<file path="config.mk">
export PLATFORM = sky130hd
export DESIGN_NAME = byte_stream_packer_flat
export DESIGN_NICKNAME = d
export VERILOG_FILES = /design/src/rtl/byte_stream_packer_if.sv /design/src/rtl/byte_stream_packer.sv /design/src/flat_wrapper.sv
export SDC_FILE = /design/constraint.sdc
export NUM_CORES = 1
export LEC_CHECK = 0
export ABC_AREA = 1
export CORE_UTILIZATION = 30
export CTS_BUF_LIST = sky130_fd_sc_hd__clkbuf_16
export DETAILED_ROUTE_END_ITERATION = 8
export HOLD_SLACK_MARGIN = 0.1
export SYNTH_ARGS = -nofsm -noshare
export SYNTH_HDL_FRONTEND = slang
export SYNTH_SLANG_ARGS = --single-unit
export TNS_END_PERCENT = 10
</file>
<file path="constraint.sdc">
create_clock -name clk -period 3.3 [get_ports clk]
set_input_delay 0.66 -clock clk [delete_from_list [all_inputs] [get_ports clk]]
set_output_delay 0.66 -clock clk [all_outputs]
set_load 0.01 [all_outputs]
</file>
<file path="src/rtl/byte_stream_packer_if.sv">
// Byte-stream input and packed-word output bundle for byte_stream_packer.
// The slave modport is the packer's view; master is the frame source/sink side.
`timescale 1ns/1ps
interface byte_stream_packer_if;
    logic [7:0]  byte_in;
    logic        byte_valid;
    logic        byte_last;
    logic [31:0] packet4_byte;
    logic        data_valid;
    logic        last_valid;
    logic [3:0]  keep;
    logic [11:0] frame_len;
    logic        frame_len_valid;
    logic        oversize_err;

    modport slave (
        input  byte_in, byte_valid, byte_last,
        output packet4_byte, data_valid, last_valid, keep,
        output frame_len, frame_len_valid, oversize_err
    );

    modport master (
        output byte_in, byte_valid, byte_last,
        input  packet4_byte, data_valid, last_valid, keep,
        input  frame_len, frame_len_valid, oversize_err
    );
endinterface

</file>
<file path="src/rtl/byte_stream_packer.sv">
// Packs a byte-per-cycle frame stream into MSB-first 32-bit words with keep/last,
// truncating frames longer than MAX_BYTES and flagging them once the frame ends.
`timescale 1ns/1ps
module byte_stream_packer #(
    parameter int MAX_BYTES = 1522
) (
    input  logic                  clk,
    input  logic                  rst,
    byte_stream_packer_if.slave   bus
);
    localparam logic [11:0] MAX_CNT = 12'(MAX_BYTES);

    typedef enum logic [1:0] {IDLE, PACK, DROP} state_t;

    state_t      r_state;
    logic [31:0] r_word;
    logic [1:0]  r_lane;
    logic [11:0] r_cnt;
    logic [31:0] r_packet;
    logic        r_data_valid;
    logic        r_last_valid;
    logic [3:0]  r_keep;
    logic [11:0] r_frame_len;
    logic        r_frame_len_valid;
    logic        r_oversize;

    logic [1:0]  w_lane;
    logic [11:0] w_cnt;
    logic [31:0] w_word;
    logic [3:0]  w_keep;
    logic        w_trunc;
    logic        w_end;
    logic        w_emit;

    // View of the byte being accepted this cycle; IDLE always restarts at lane 0, cnt 1.
    always_comb begin
        // NOTE: every always_comb output is given a default first so no latch is inferred.
        w_lane  = (r_state == IDLE) ? 2'd0 : r_lane;
        w_cnt   = (r_state == IDLE) ? 12'd1 : r_cnt + 12'd1;
        w_word  = (r_state == IDLE) ? 32'd0 : r_word;
        w_keep  = 4'b1111;
        case (w_lane)
            2'd0: begin w_word[31:24] = bus.byte_in; w_keep = 4'b0001; end
            2'd1: begin w_word[23:16] = bus.byte_in; w_keep = 4'b0011; end
            2'd2: begin w_word[15:8]  = bus.byte_in; w_keep = 4'b0111; end
            default: begin w_word[7:0] = bus.byte_in; w_keep = 4'b1111; end
        endcase
        w_trunc = !bus.byte_last && (w_cnt == MAX_CNT);
        w_end   = bus.byte_last || w_trunc;
        w_emit  = w_end || (w_lane == 2'd3);
    end

    always_ff @(posedge clk) begin
        if (!rst) begin
            r_state           <= IDLE;
            r_word            <= '0;
            r_lane            <= '0;
            r_cnt             <= '0;
            r_packet          <= '0;
            r_data_valid      <= 1'b0;
            r_last_valid      <= 1'b0;
            r_keep            <= '0;
            r_frame_len       <= '0;
            r_frame_len_valid <= 1'b0;
            r_oversize        <= 1'b0;
        end else begin
            // NOTE: non-blocking updates so every register samples pre-edge values.
            r_packet          <= '0;
            r_data_valid      <= 1'b0;
            r_last_valid      <= 1'b0;
            r_keep            <= '0;
            r_frame_len_valid <= 1'b0;
            r_oversize        <= 1'b0;
            case (r_state)
                IDLE, PACK: begin
                    if (bus.byte_valid) begin
                        r_cnt <= w_cnt;
                        if (w_emit) begin
                            r_packet     <= w_word;
                            r_keep       <= w_keep;
                            r_data_valid <= 1'b1;
                            r_last_valid <= w_end;
                            r_word       <= '0;
                            r_lane       <= '0;
                        end else begin
                            r_word <= w_word;
                            r_lane <= w_lane + 2'd1;
                        end
                        if (w_end) begin
                            r_frame_len       <= w_cnt;
                            r_frame_len_valid <= 1'b1;
                        end
                        r_state <= bus.byte_last ? IDLE : (w_trunc ? DROP : PACK);
                    end
                end
                DROP: begin
                    if (bus.byte_valid && bus.byte_last) begin
                        r_oversize <= 1'b1;
                        r_state    <= IDLE;
                    end
                end
                default: r_state <= IDLE;
            endcase
        end
    end

    assign bus.packet4_byte    = r_packet;
    assign bus.data_valid      = r_data_valid;
    assign bus.last_valid      = r_last_valid;
    assign bus.keep            = r_keep;
    assign bus.frame_len       = r_frame_len;
    assign bus.frame_len_valid = r_frame_len_valid;
    assign bus.oversize_err    = r_oversize;
endmodule
</file>
<file path="src/flat_wrapper.sv">
// flat-port wrapper written by rule: the top's interface ports become plain ports
module byte_stream_packer_flat 
#(
    parameter int MAX_BYTES = 1522
)
  (clk, rst, bus_byte_in, bus_byte_valid, bus_byte_last, bus_packet4_byte, bus_data_valid, bus_last_valid, bus_keep, bus_frame_len, bus_frame_len_valid, bus_oversize_err);
  byte_stream_packer_if bus_i ();
  input  logic clk;
  input  logic rst;
  input wire logic [$bits(bus_i.byte_in)-1:0] bus_byte_in;
  input wire logic [$bits(bus_i.byte_valid)-1:0] bus_byte_valid;
  input wire logic [$bits(bus_i.byte_last)-1:0] bus_byte_last;
  output wire logic [$bits(bus_i.packet4_byte)-1:0] bus_packet4_byte;
  output wire logic [$bits(bus_i.data_valid)-1:0] bus_data_valid;
  output wire logic [$bits(bus_i.last_valid)-1:0] bus_last_valid;
  output wire logic [$bits(bus_i.keep)-1:0] bus_keep;
  output wire logic [$bits(bus_i.frame_len)-1:0] bus_frame_len;
  output wire logic [$bits(bus_i.frame_len_valid)-1:0] bus_frame_len_valid;
  output wire logic [$bits(bus_i.oversize_err)-1:0] bus_oversize_err;
  assign bus_i.byte_in = bus_byte_in;
  assign bus_i.byte_valid = bus_byte_valid;
  assign bus_i.byte_last = bus_byte_last;
  assign bus_packet4_byte = bus_i.packet4_byte;
  assign bus_data_valid = bus_i.data_valid;
  assign bus_last_valid = bus_i.last_valid;
  assign bus_keep = bus_i.keep;
  assign bus_frame_len = bus_i.frame_len;
  assign bus_frame_len_valid = bus_i.frame_len_valid;
  assign bus_oversize_err = bus_i.oversize_err;
  byte_stream_packer #(.MAX_BYTES(MAX_BYTES)) u_core (.clk(clk), .rst(rst), .bus(bus_i));
endmodule
</file>
==> qor.csv <==
metric;value;unit
Tmin final;2.86;ns
slowest stage delay, CP;0.57;ns
cell count after synthesis;615;
global-route wire length before repair;18.6;mm
worst endpoint required time;3.52;ns
fin cells;844;
input/output buffers;63;
worst-path fanout max;31;
Antenna Nets Post-Route;0;
Worst Clk Skew;0.0130;ns
hold-fix buffer count after cts;0;
total CTS buffers;9;
drt drc;0;
Starting Density;0.313;
Worst R2R Setup Slack;0.44;ns
multi-input logic area;2080;µm²
syn nets;634;
total wire length;11.3;mm
CP Cell Sequence;nor2_4, inv_2, nand2_1, inv_1, ha_1, inv_1, nand2_1, nor2_1, a21oi_1, nor2_1, nand4_1, a21oi_1;
H-tree depth;3;
row count;43;
Synth Cell Area;4410;µm²
syn_area_per_cell;7.18;µm²
root buffer cell;clkbuf_16;
placed insts;828;
Reg2Reg Depth;12;
Hold Crit Depth;2;
Nets;678;
initial antenna violation count;0;
Die Width;123;µm
Yosys Warn Count;0;
WL/cell;13.4;µm
Die ar.;15200;µm²
LEAKAGE;1.91;nW
final setup vio count;0;
Area Growth Syn to Fin;23.3;%
Post-Place Worst Slack;0.511;ns
Synth area leader;dfxtp_1;
Endpoint, Worst Hold;u_core.bus.frame_len[8];
CTS max path bufs;2;
Setup TNS;0;ns
CP Class;reg -> reg;
GRT overflow;0;
# fillers;1474;
CTS sink cnt;100;
Final Max Tran Viols;0;
PostCTS Resize Cnt;0;
top cells by area, synth;dfxtp_1 45%, nor2_1 11%, nand2_1 9.6%;
Slew @ Worst Pin;0.943;ns
RePlAce Congestion;0.834;
Max Cap Violations;0;
Clock Latency Late Sink;0.36;ns
setup ws final;0.438;ns
register area share after synthesis;0.454;
share of the synthesized area in the top cell type;0.454;
ANT cells;0;
#FFs+latches synth;100;
CP max-delay cell;inv_1;
final worst-path cycle share;0.867;
# IOs;64;
reg2reg end;u_core.r_word[4];
Slew HR;0.371;
r2r startpoint;u_core.r_state[1];
HP Class;reg -> reg;
number of iterations in the first detailed-routing pass;5;
Hold Vio Cnt, Final;0;
RSZ-0062 raised after global routing;no;
via count;4133;
Pwr per Cell Area;454;nW/µm²
Reg clk slew, reported paths;0.07;ns
Distinct cells, synth;31;
Pwr Total;2.47;mW
layout cell share with drive strength beyond 1;0.0723;
Core Area;14100;µm²
peak supply drop;0.244;mV
Worst Setup End Kind;register;
Post-DP HPWL;7.47;mm
CTS tree;done;
via/cell ratio;4.90;
WP data arrival;3.08;ns
status;complete, no violations;
Reg area;2000;µm²
height of the die;123;µm
crit path launch type;register;
setup bufs post-CTS;0;
Core Util, Final;0.386;
Hold Path Origin;u_core.bus.frame_len[8];
Max Freq;0.349;GHz
Iteration-0 DRC Markers;369;
gr usage total;0.160;
number of global-route vias before repair;3851;
pin count of the biggest net entering global routing;43;
[layout make-up]
type,count,share of cell area
Clock inverter,7,0.0117
Multi-Input combinational cell,439,0.383
Clock buffer,9,0.0414
Timing Repair Buffer,73,0.130
Tap cell,180,0.0414
Inverter,36,0.0248
Sequential cell,100,0.368
[flip-flops by register name, summed over array words and instances (netlist names), 2 cells and up]
name                     flops
u_core.r_lane                2
u_core.r_state               2
u_core.r_cnt                12
u_core.bus.packet4_byte     32
u_core.bus.keep              4
u_core.r_word               32
u_core.bus.frame_len        12
[kinds of logic after synthesis]
group	Yosys count	share of synthesized area
compound gates	107	0.132
fa+ha+maj	7	0.0198
buf+inv	76	0.0746
flops	100	0.454
simple gates	325	0.320
[worst max-delay path, delay by kind of cell (launching register included)]
family | cells | cell delay [ns]
and+or+nand+nor | 6 | 0.65
buffers and inverters | 3 | 0.90
adders and majority gates | 1 | 0.47
AOI/OAI and AO/OA | 2 | 0.26
DFF | 1 | 0.44
[cell usage after synthesis]
cell type and instances:
a211oi_1 1, a21oi_1 83, a21oi_2 8, buf_1 2, buf_12 1, buf_2 7
buf_6 1, buf_8 1, clkbuf_1 28, clkinv_1 2, dfxtp_1 100, ha_1 7
inv_1 31, inv_2 3, nand2_1 113, nand2_2 2, nand2_4 2, nand3_1 28
nand3_2 1, nand3b_1 1, nand4_1 36, nor2_1 134, nor2_2 2, nor2_4 3
nor3_1 1, nor3b_1 1, nor4_1 1, o21ai_0 11, o21ai_1 1, o21ai_4 1
o21bai_1 2
[through the flow]
stage / cell area [µm²] / hold slack (ns)
5_1_grt: 5440 / 0.481
2_1_floorplan: 4410 / 0.445
4_1_cts: 5440 / 0.455
3_5_place_dp: 5150 / 0.444
3_3_place_gp: 5150 / 0.439
6_report: 5440 / 0.449
[metal layers]
metal	track usage	wire length (µm)
met5	0	0
met4	0.0806	236
met3	0.0466	647
met2	0.244	5150
met1	0.204	5280
[layout by cell type (no fill, tap or decap), drive strengths merged, types with 2 or more instances in the layout]
| cell type | n |
|---|---|
| o21bai | 2 |
| clkinvlp | 2 |
| clkbuf | 9 |
| nand4 | 36 |
| nand2 | 117 |
| clkinv | 4 |
| clkdlybuf4s50 | 63 |
| buf | 10 |
| o21ai | 13 |
| ha | 7 |
| a21oi | 91 |
| nor2 | 139 |
| inv | 37 |
| dfxtp | 100 |
| nand3 | 29 |
[report_power, final]
| group | internal [mW] | switching, mW | leakage (nW) |
|---|---|---|---|
| logic | 0.0741 | 0.125 | 0.964 |
| registers | 1.23 | 0.0200 | 0.812 |
| clock network | 0.524 | 0.496 | 0.138 |
[worst max-delay path by stage]
stage | endpoint | start
2_1_floorplan | u_core.r_lane[0] | u_core.r_state[1]
3_5_place_dp | u_core.r_word[4] | u_core.r_state[1]
6_report | u_core.r_word[4] | u_core.r_state[1]
5_1_grt | u_core.r_word[0] | u_core.r_state[1]
4_1_cts | u_core.r_word[4] | u_core.r_state[1]
3_3_place_gp | u_core.r_word[7] | u_core.r_state[1]
Note: power is estimated with default switching activity, not from simulation.
